`src/rtl/mouse_bus_ctrl.sv`:
```
// mouse_bus_ctrl: takes status/DX/DY packets from the mouse master state machine,
// acknowledges each one, keeps an absolute cursor position clamped to the screen,
// and exposes buttons/X/Y/IRQ enable as CPU bus registers with an interrupt per packet.
module mouse_bus_ctrl #(
  parameter logic [7:0] BASE_ADDR = 8'hA0,
  parameter int         X_MAX     = 160,
  parameter int         Y_MAX     = 120
) (
  input  logic       CLK,
  input  logic       RESET,
  input  logic [7:0] MOUSE_STATUS,
  input  logic [7:0] MOUSE_DX,
  input  logic [7:0] MOUSE_DY,
  input  logic       SEND_INTERRUPT,
  output logic       INTERRUPT_ACK,
  input  logic [7:0] BUS_ADDR,
  input  logic [7:0] BUS_DATA_IN,
  input  logic       BUS_WE,
  output logic [7:0] BUS_DATA_OUT,
  output logic       BUS_DATA_OE,
  output logic       BUS_INTERRUPT_RAISE,
  input  logic       BUS_INTERRUPT_ACK,
  output logic [7:0] MOUSE_X,
  output logic [7:0] MOUSE_Y
);

  localparam logic [7:0] X_LAST = 8'(X_MAX - 1);
  localparam logic [7:0] Y_LAST = 8'(Y_MAX - 1);
  localparam logic [7:0] X_HOME = 8'(X_MAX / 2);
  localparam logic [7:0] Y_HOME = 8'(Y_MAX / 2);

  typedef enum logic [3:0] {
    IDLE    = 4'b0001,
    CAPTURE = 4'b0010,
    UPDATE  = 4'b0100,
    NOTIFY  = 4'b1000
  } state_t;

  state_t state, state_nxt;

  // Packet delta as 9-bit two's complement; an overflowed axis contributes nothing.
  function automatic logic signed [8:0] pkt_delta(input logic sgn, input logic ovf,
                                                  input logic [7:0] mag);
    logic signed [8:0] d;
    d = $signed({sgn, mag});
    if (ovf) d = '0;
    return d;
  endfunction

  // Saturate a signed position sum into 0..last.
  function automatic logic [7:0] sat_pos(input logic signed [9:0] v, input logic [7:0] last);
    logic [7:0] r;
    if (v < 10'sd0)                    r = 8'd0;
    else if (v > $signed({2'b00, last})) r = last;
    else                               r = v[7:0];
    return r;
  endfunction

  // CPU writes may only place the cursor on screen.
  function automatic logic [7:0] sat_wr(input logic [7:0] d, input logic [7:0] last);
    return (d > last) ? last : d;
  endfunction

  logic              [2:0] btn_p1;
  logic signed       [8:0] dx_p1, dy_p1;
  logic              [7:0] x_pos, y_pos;
  logic              [2:0] buttons;
  logic                    irq_en;
  logic                    ack_d;

  logic              [7:0] bus_off;
  logic                    in_map, wr_x, wr_y, wr_en;
  logic signed       [9:0] x_sum, y_sum;
  logic                    unused_status_bit;

  // Offset arithmetic wraps, so a base near 8'hFF still decodes four registers.
  assign bus_off = BUS_ADDR - BASE_ADDR;
  assign in_map  = (bus_off[7:2] == 6'd0);
  assign wr_x    = BUS_WE && in_map && (bus_off[1:0] == 2'd1);
  assign wr_y    = BUS_WE && in_map && (bus_off[1:0] == 2'd2);
  assign wr_en   = BUS_WE && in_map && (bus_off[1:0] == 2'd3);

  // Y grows downward on screen, so a positive mouse dy moves the cursor up.
  assign x_sum = $signed({2'b00, x_pos}) + $signed({dx_p1[8], dx_p1});
  assign y_sum = $signed({2'b00, y_pos}) - $signed({dy_p1[8], dy_p1});

  assign unused_status_bit = MOUSE_STATUS[3];

  assign MOUSE_X = x_pos;
  assign MOUSE_Y = y_pos;

  // State register plus a one-cycle memory of the ACK pulse.
  always_ff @(posedge CLK) begin
    if (RESET) begin
      state <= IDLE;
      ack_d <= 1'b0;
    end else begin
      state <= state_nxt;
      ack_d <= (state == CAPTURE);
    end
  end

  // Next-state and handshake outputs.
  always_comb begin
    state_nxt           = state;
    INTERRUPT_ACK       = 1'b0;
    BUS_INTERRUPT_RAISE = 1'b0;
    case (state)
      IDLE: begin
        // The master may still be dropping SEND_INTERRUPT right after our ACK.
        if (SEND_INTERRUPT && !ack_d) state_nxt = CAPTURE;
      end
      CAPTURE: begin
        INTERRUPT_ACK = 1'b1;
        state_nxt     = UPDATE;
      end
      UPDATE: begin
        state_nxt = irq_en ? NOTIFY : IDLE;
      end
      NOTIFY: begin
        BUS_INTERRUPT_RAISE = 1'b1;
        if (BUS_INTERRUPT_ACK || (wr_en && !BUS_DATA_IN[0])) state_nxt = IDLE;
      end
      default: state_nxt = IDLE;
    endcase
  end

  // Packet capture: deltas are decoded once here so UPDATE only adds and clamps.
  always_ff @(posedge CLK) begin
    if (state == CAPTURE) begin
      btn_p1 <= MOUSE_STATUS[2:0];
      dx_p1  <= pkt_delta(MOUSE_STATUS[4], MOUSE_STATUS[6], MOUSE_DX);
      dy_p1  <= pkt_delta(MOUSE_STATUS[5], MOUSE_STATUS[7], MOUSE_DY);
    end
  end

  // Cursor, buttons and IRQ enable; a CPU write to an axis beats the packet delta.
  always_ff @(posedge CLK) begin
    if (RESET) begin
      x_pos   <= X_HOME;
      y_pos   <= Y_HOME;
      buttons <= 3'd0;
      irq_en  <= 1'b1;
    end else begin
      if (wr_x)                 x_pos <= sat_wr(BUS_DATA_IN, X_LAST);
      else if (state == UPDATE) x_pos <= sat_pos(x_sum, X_LAST);
      if (wr_y)                 y_pos <= sat_wr(BUS_DATA_IN, Y_LAST);
      else if (state == UPDATE) y_pos <= sat_pos(y_sum, Y_LAST);
      if (state == UPDATE)      buttons <= btn_p1;
      if (wr_en)                irq_en <= BUS_DATA_IN[0];
    end
  end

  // Registered read port: one cycle of OE per read-cycle address in the map.
  always_ff @(posedge CLK) begin
    if (RESET) begin
      BUS_DATA_OUT <= 8'd0;
      BUS_DATA_OE  <= 1'b0;
    end else if (!BUS_WE && in_map) begin
      BUS_DATA_OE <= 1'b1;
      case (bus_off[1:0])
        2'd0:    BUS_DATA_OUT <= {5'b0, buttons};
        2'd1:    BUS_DATA_OUT <= x_pos;
        2'd2:    BUS_DATA_OUT <= y_pos;
        default: BUS_DATA_OUT <= {7'b0, irq_en};
      endcase
    end else begin
      BUS_DATA_OUT <= 8'd0;
      BUS_DATA_OE  <= 1'b0;
    end
  end

endmodule

```
`config.mk`:
```
export PLATFORM = sky130hd
export DESIGN_NAME = mouse_bus_ctrl
export DESIGN_NICKNAME = d
export VERILOG_FILES = /design/src/rtl/mouse_bus_ctrl.sv
export SDC_FILE = /design/constraint.sdc
export NUM_CORES = 1
export LEC_CHECK = 0
export ABC_AREA = 1
export CAP_MARGIN = 25
export CORE_UTILIZATION = 45
export CTS_CLUSTER_DIAMETER = 100
export DETAILED_ROUTE_END_ITERATION = 6
export HOLD_SLACK_MARGIN = 0.15
export PLACE_DENSITY = 0.72
export REMOVE_ABC_BUFFERS = 1
export SETUP_SLACK_MARGIN = 0.5
export SLEW_MARGIN = 5
export SYNTH_ARGS = -nofsm -noshare
export SYNTH_HDL_FRONTEND = slang
export SYNTH_SLANG_ARGS = --single-unit
export TNS_END_PERCENT = 30
```
`constraint.sdc`:
```
create_clock -name CLK -period 3 [get_ports CLK]
set_input_delay 0.75 -clock CLK [delete_from_list [all_inputs] [get_ports CLK]]
set_output_delay 0.75 -clock CLK [all_outputs]
set_load 0.005 [all_outputs]
```
Word-level counts from Yosys, hierarchy flattened
Cells that the tools add are included.

Word-level logic and storage cells: 65. Input port bits: 45. Bits in registers: 55.

Eq/ne operators: 9. Reduce and logical (&&, ||, !) cells: 17. $add $sub $neg: 3. Order comparisons: 6. Mux-type cells: 18. Bitwise operators: 1.

Operator list (number): 8-bit two-way mux (10); 8-bit one-hot mux with 3 select lines (1); 10-bit by 1-bit < comparator with 1-bit output (second input constant) (2); 4-bit one-hot mux with 4 select lines (1); 4-bit two-way mux (3); 9-bit by 9-bit adder with 10-bit output (1); 10-bit by 8-bit greater-than comparator with 1-bit output (second input constant) (1); 10-bit by 9-bit greater-than comparator with 1-bit output (second input constant) (1); 9-bit by 9-bit subtractor with 10-bit output (1); 8-bit by 7-bit greater-than comparator with 1-bit output (second input constant) (1); 8-bit greater-than comparator (second input constant) (1); 8-bit subtractor (second input constant) (1); 1-bit logical AND (7); 6-bit logical NOT (1); 2-bit equality test (second input constant) (2); 4-bit by 1-bit equality test with 1-bit output (second input constant) (1); 4-bit by 2-bit equality test with 1-bit output (second input constant) (1); 4-bit by 3-bit equality test with 1-bit output (second input constant) (1); 4-bit equality test (second input constant) (1); 2-bit inequality test (second input constant) (2); 2-bit nonzero test (2); 1-bit logical NOT (3); 1-bit two-way mux (3); 2-bit by 1-bit equality test with 1-bit output (second input constant) (1); 5 further kinds (5).

Logic depth before layout (Yosys ltp)
Depth in word-level cells: 8. Mapped depth: 16. Gate-level depth less buffers: 16.

Worst setup path before layout
Ideal clock, no wire load.

Kind: register -> output. Start: register state[3]. End: output port INTERRUPT_ACK. Cell stages (with the launch flop): 4. Arrival: 2.111 ns. Required time: 2.250 ns. Path buffers: 0. Slack: 0.139 ns. Path through: dfxtp_1 nor2_1 inv_1 nor3_1.

Longest elaborated chain between the ends: 2.

Ends and longest elaborated chain: start, declared (RTL line 39) `state_t state, state_nxt;`; start signal, assigned (RTL line 98) `state <= state_nxt;`; 4-bit by 2-bit equality test with 1-bit output (RTL line 108) `case (state)`; 1-bit two-way mux (RTL line 108); end, declared (RTL line 15) `output logic INTERRUPT_ACK,`.

No other way between the ends.

Worst setup path in the final report
Start: input port BUS_ADDR[5]. End: register y_pos[4], in the netlist MOUSE_Y[4].

Longest elaborated chain between the ends: 5. Elaborated cells between the ends (all ways): 6. Classes of those cells: add/sub (1); mux (1); reduce/logical (4).

Ends and longest elaborated chain: start, declared (RTL line 16) `input logic [7:0] BUS_ADDR,`; 8-bit subtractor (*) (RTL line 77) `assign bus_off = BUS_ADDR - BASE_ADDR;`; 6-bit logical NOT (*) (RTL line 78) `assign in_map = (bus_off[7:2] == 6'd0);`; 1-bit logical AND (*) (2 in series) (RTL line 80) `assign wr_y = BUS_WE && in_map && (bus_off[1:0] == 2'd2);`; 8-bit two-way mux / 2-bit nonzero test (equally long branches); end signal, assigned (RTL line 147) `if (wr_y) y_pos <= sat_wr(BUS_DATA_IN, Y_LAST);`; end signal, assigned (RTL line 148) `else if (state == UPDATE) y_pos <= sat_pos(y_sum, Y_LAST);`; end, declared (RTL line 66) `logic [7:0] x_pos, y_pos;`.

Mark *: on every way between the ends. The rest lies on a longest branch, timed or not. A chain may end at the register's enable or synchronous reset.

==> results.yml <==
critical_path:
  slowest_delay_ns: 0.27
  worstPathArrival_ns: 2.44
  cp_slowest_cell: "ha_4"
  crit_path_max_fanout: 6
  worst_setup_path_end_kind: "flip-flop"
  cp_num_buf_inv: 4
  required_ns: 3.21
  crit_family: "simple AND/OR/NAND/NOR gates"
  critPathLaunchType: "primary input"
  worstPathCellList: "dlymetal6s2s_1 > inv_1 > ha_4 > nand3_4 > nor3_4 > nand3_2 > nor2_4 > clkinv_4 > nand2_8 > inv_6 > a211oi_2 > nand2_1"
  regToRegStartpoint: "MOUSE_Y[0]$_SDFFE_PP0P_"
  ff2ff_setup_slack_ns: 0.80
  r2r_cells: 16
  worstReg2RegEnd: "MOUSE_Y[4]$_SDFFE_PP1P_"
  path_class: "primary input to flip-flop"
routing:
  post_drt_wl_per_cell_um: 12.4
  wl_mm: 8.05
  drc: 0
  ant_nets: 0
  vias: 3184
  first_pass_iters: 4
  drt-vias-per-instance: 4.90
  drtIter0Drc: 169
yosys:
  ys_ff_latch: 55
  ys_top_cells_by_area: "dfxtp_1 20%, edfxtp_1 18%, nand2_1 13%"
  syn_area_um2: 3470
  syn_inst: 470
  yosysSeqAreaShare_pct: 37.8
  yosys.area.top_type: "dfxtp_1"
  ys_types: 36
  ys.warnings.count: 0
  synth_top_area_share_pct: 19.6
  avgSynthCellArea_um2: 7.39
floorplanning:
  row_count: 31
  core_area_um2: 7370
  pin_count: 72
  die_w_um: 89.9
  die-height_um: 89.9
  dieArea_um2: 8070
  initial_utilization_pct: 47.1
cells_and_area:
  drive_gt1_share_pct: 13.4
  nets: 614
  fin_area_um2: 4490
  syn2layout_area_growth_pct: 29.4
  n_antenna_cell: 0
  final_common_cell: "nand2_1"
  final_cell_mix: "120 x nand2_1, 88 x inv_1, 67 x clkdlybuf4s50_1, 44 x nor2_1, 34 x dfxtp_1"
  fin_util_pct: 61.0
global_route:
  grt_pass1_vias: 3075
  antenna_found_initial: 0
  grt_pass1_wl_mm: 13.9
  overflow: 0
  grt_max_degree: 23
  grt_usage_pct: 21.4
timing:
  finalHoldViolations: 0
  period_share_pct: 74.2
  skew_ns: 0.00570
  maxSlewViolCount: 0
  setup_viol: 0
  max_freq_mhz: 449
  tns_ns: 0
  fin_crit_ns: 2.23
  tightest_slew_ns: 0.506
  setup_slack_ns: 0.774
  rsz0062_at_grt: "no"
  slew_headroom_pct: 65.8
placement:
  io_buffer_count: 70
  pre_cts_slack_ns: 0.219
  dp_hpwl_mm: 6.50
  place_congestion: 0.920
  dpl_cell_area_um2: 4300
power_and_ir_drop:
  p_per_area_nw_per_um2: 337
  p_leak_nw: 2.10
  pwr-share-clk_pct: 29.6
  p_comb_share_pct: 16.9
  ir_worst_vdd_mv: 0.200
  switching_power_mw: 0.406
  p_int_mw: 1.11
  seqPwrFrac_pct: 53.5
  swShare_pct: 26.8
hold_path:
  min_from: "buttons[2]$_SDFFE_PP0P_"
  hold_end: "BUS_DATA_OUT[2]$_SDFF_PP0_"
  hp-class: "flip-flop to flip-flop"
  hold_depth: 2
flow_run:
  maxCapViolations: 0
clock_network:
  cts_tree: "built"
  cts_sinks: 55
  cts.clk_slew.worst_paths_ns: 0.10
  h-tree-depth: 2
  cts_buffers: 5
  worstSkewPairLatency_ns: 0.32
  hold_buffers: 0
  clk_path_buf_depth: 2
  root_buffer: "clkbuf_8"
run_status:
  status: "completed"
-- synth_stat cells (all sizes together) --
library cell / count
a211oi: 4
a21oi: 31
a31oi: 3
a41oi: 2
clkbuf: 4
clkinv: 1
dfxtp: 34
edfxtp: 21
fa: 2
ha: 17
inv: 99
nand2: 138
nand3: 23
nand3b: 3
nand4: 7
nor2: 49
nor3: 5
nor4: 1
o21ai: 20
xnor2: 4
xor2: 2
-- through the flow --
stage | power (mW) | instances | hold WS (ns)
global placement | 1.07 | 637 | 0.460
detailed placement | 1.07 | 637 | 0.472
finish | 1.51 | 650 | 0.481
global route | 1.59 | 650 | 0.522
floorplan | 0.963 | 466 | 0.447
CTS | 1.52 | 645 | 0.486
-- how the worst max path moves through the flow --
| stage | slack (ns) | cells past startpoint | from | end |
|---|---|---|---|---|
| after floorplan | 0.14 | 3 | state[3]$_SDFFE_PP0P_ | INTERRUPT_ACK |
| after global placement | 0.26 | 12 | BUS_ADDR[5] | MOUSE_Y[2]$_SDFFE_PP1P_ |
| after detailed placement | 0.22 | 12 | BUS_ADDR[5] | MOUSE_Y[2]$_SDFFE_PP1P_ |
| after CTS | 0.52 | 3 | state[1]$_SDFFE_PP0P_ | INTERRUPT_ACK |
| after global routing | 0.59 | 16 | MOUSE_Y[0]$_SDFFE_PP0P_ | MOUSE_Y[4]$_SDFFE_PP1P_ |
| final | 0.77 | 12 | BUS_ADDR[5] | MOUSE_Y[4]$_SDFFE_PP1P_ |
-- registers in the layout, summed over array words and instances (netlist names), 3 cells and up --
name,cells
buttons,3
MOUSE_X,8
state,4
BUS_DATA_OUT,8
dy_p1,9
dx_p1,9
btn_p1,3
MOUSE_Y,8
-- cell type report --
class / instances / area, µm²
fillers: 676 / 2880
multi-input cells: 311 / 1810
flip-flops and latches: 55 / 1310
repair buffers: 77 / 761
inverters: 100 / 390
well taps: 99 / 124
clock buffers: 6 / 82.6
clock inverters: 2 / 20.0
-- power by group through the flow --
stage               sequential [mW]  combinational (mW)  clock, mW
finish                        0.809               0.255      0.448
global route                  0.812               0.286      0.496
CTS                           0.809               0.248      0.462
detailed placement            0.826               0.247          0
global placement              0.825               0.241          0
floorplan                     0.823               0.140          0
-- cells by family after synthesis --
group	Yosys count	share of synthesized area, %
buf+inv	104	11.6
xor+xnor	6	1.51
compound gates	60	10.7
flops	55	37.8
fa+ha+maj	19	7.28
simple gates	226	31.1
-- worst min-delay path: cells and delay by family (launching register included) --
family,cells,cell delay (ns)
simple gates,1,0.06
flops,1,0.32
compound gates,1,0.06
-- layer usage --
metal	vias to the layer above	global-route usage [%]	part of all wire [%]
li1	1637	-	-
met1	1432	27.1	46
met5	-	0	0
met2	102	36.7	48
met3	13	3.98	5.5
met4	0	6.85	1.3
-- timing repair --
item	4_1_cts	5_1_grt
setup endpoints to repair	0	9
resized for setup	0	11
setup buffers	0	5
(Power assumes the default switching activity.)
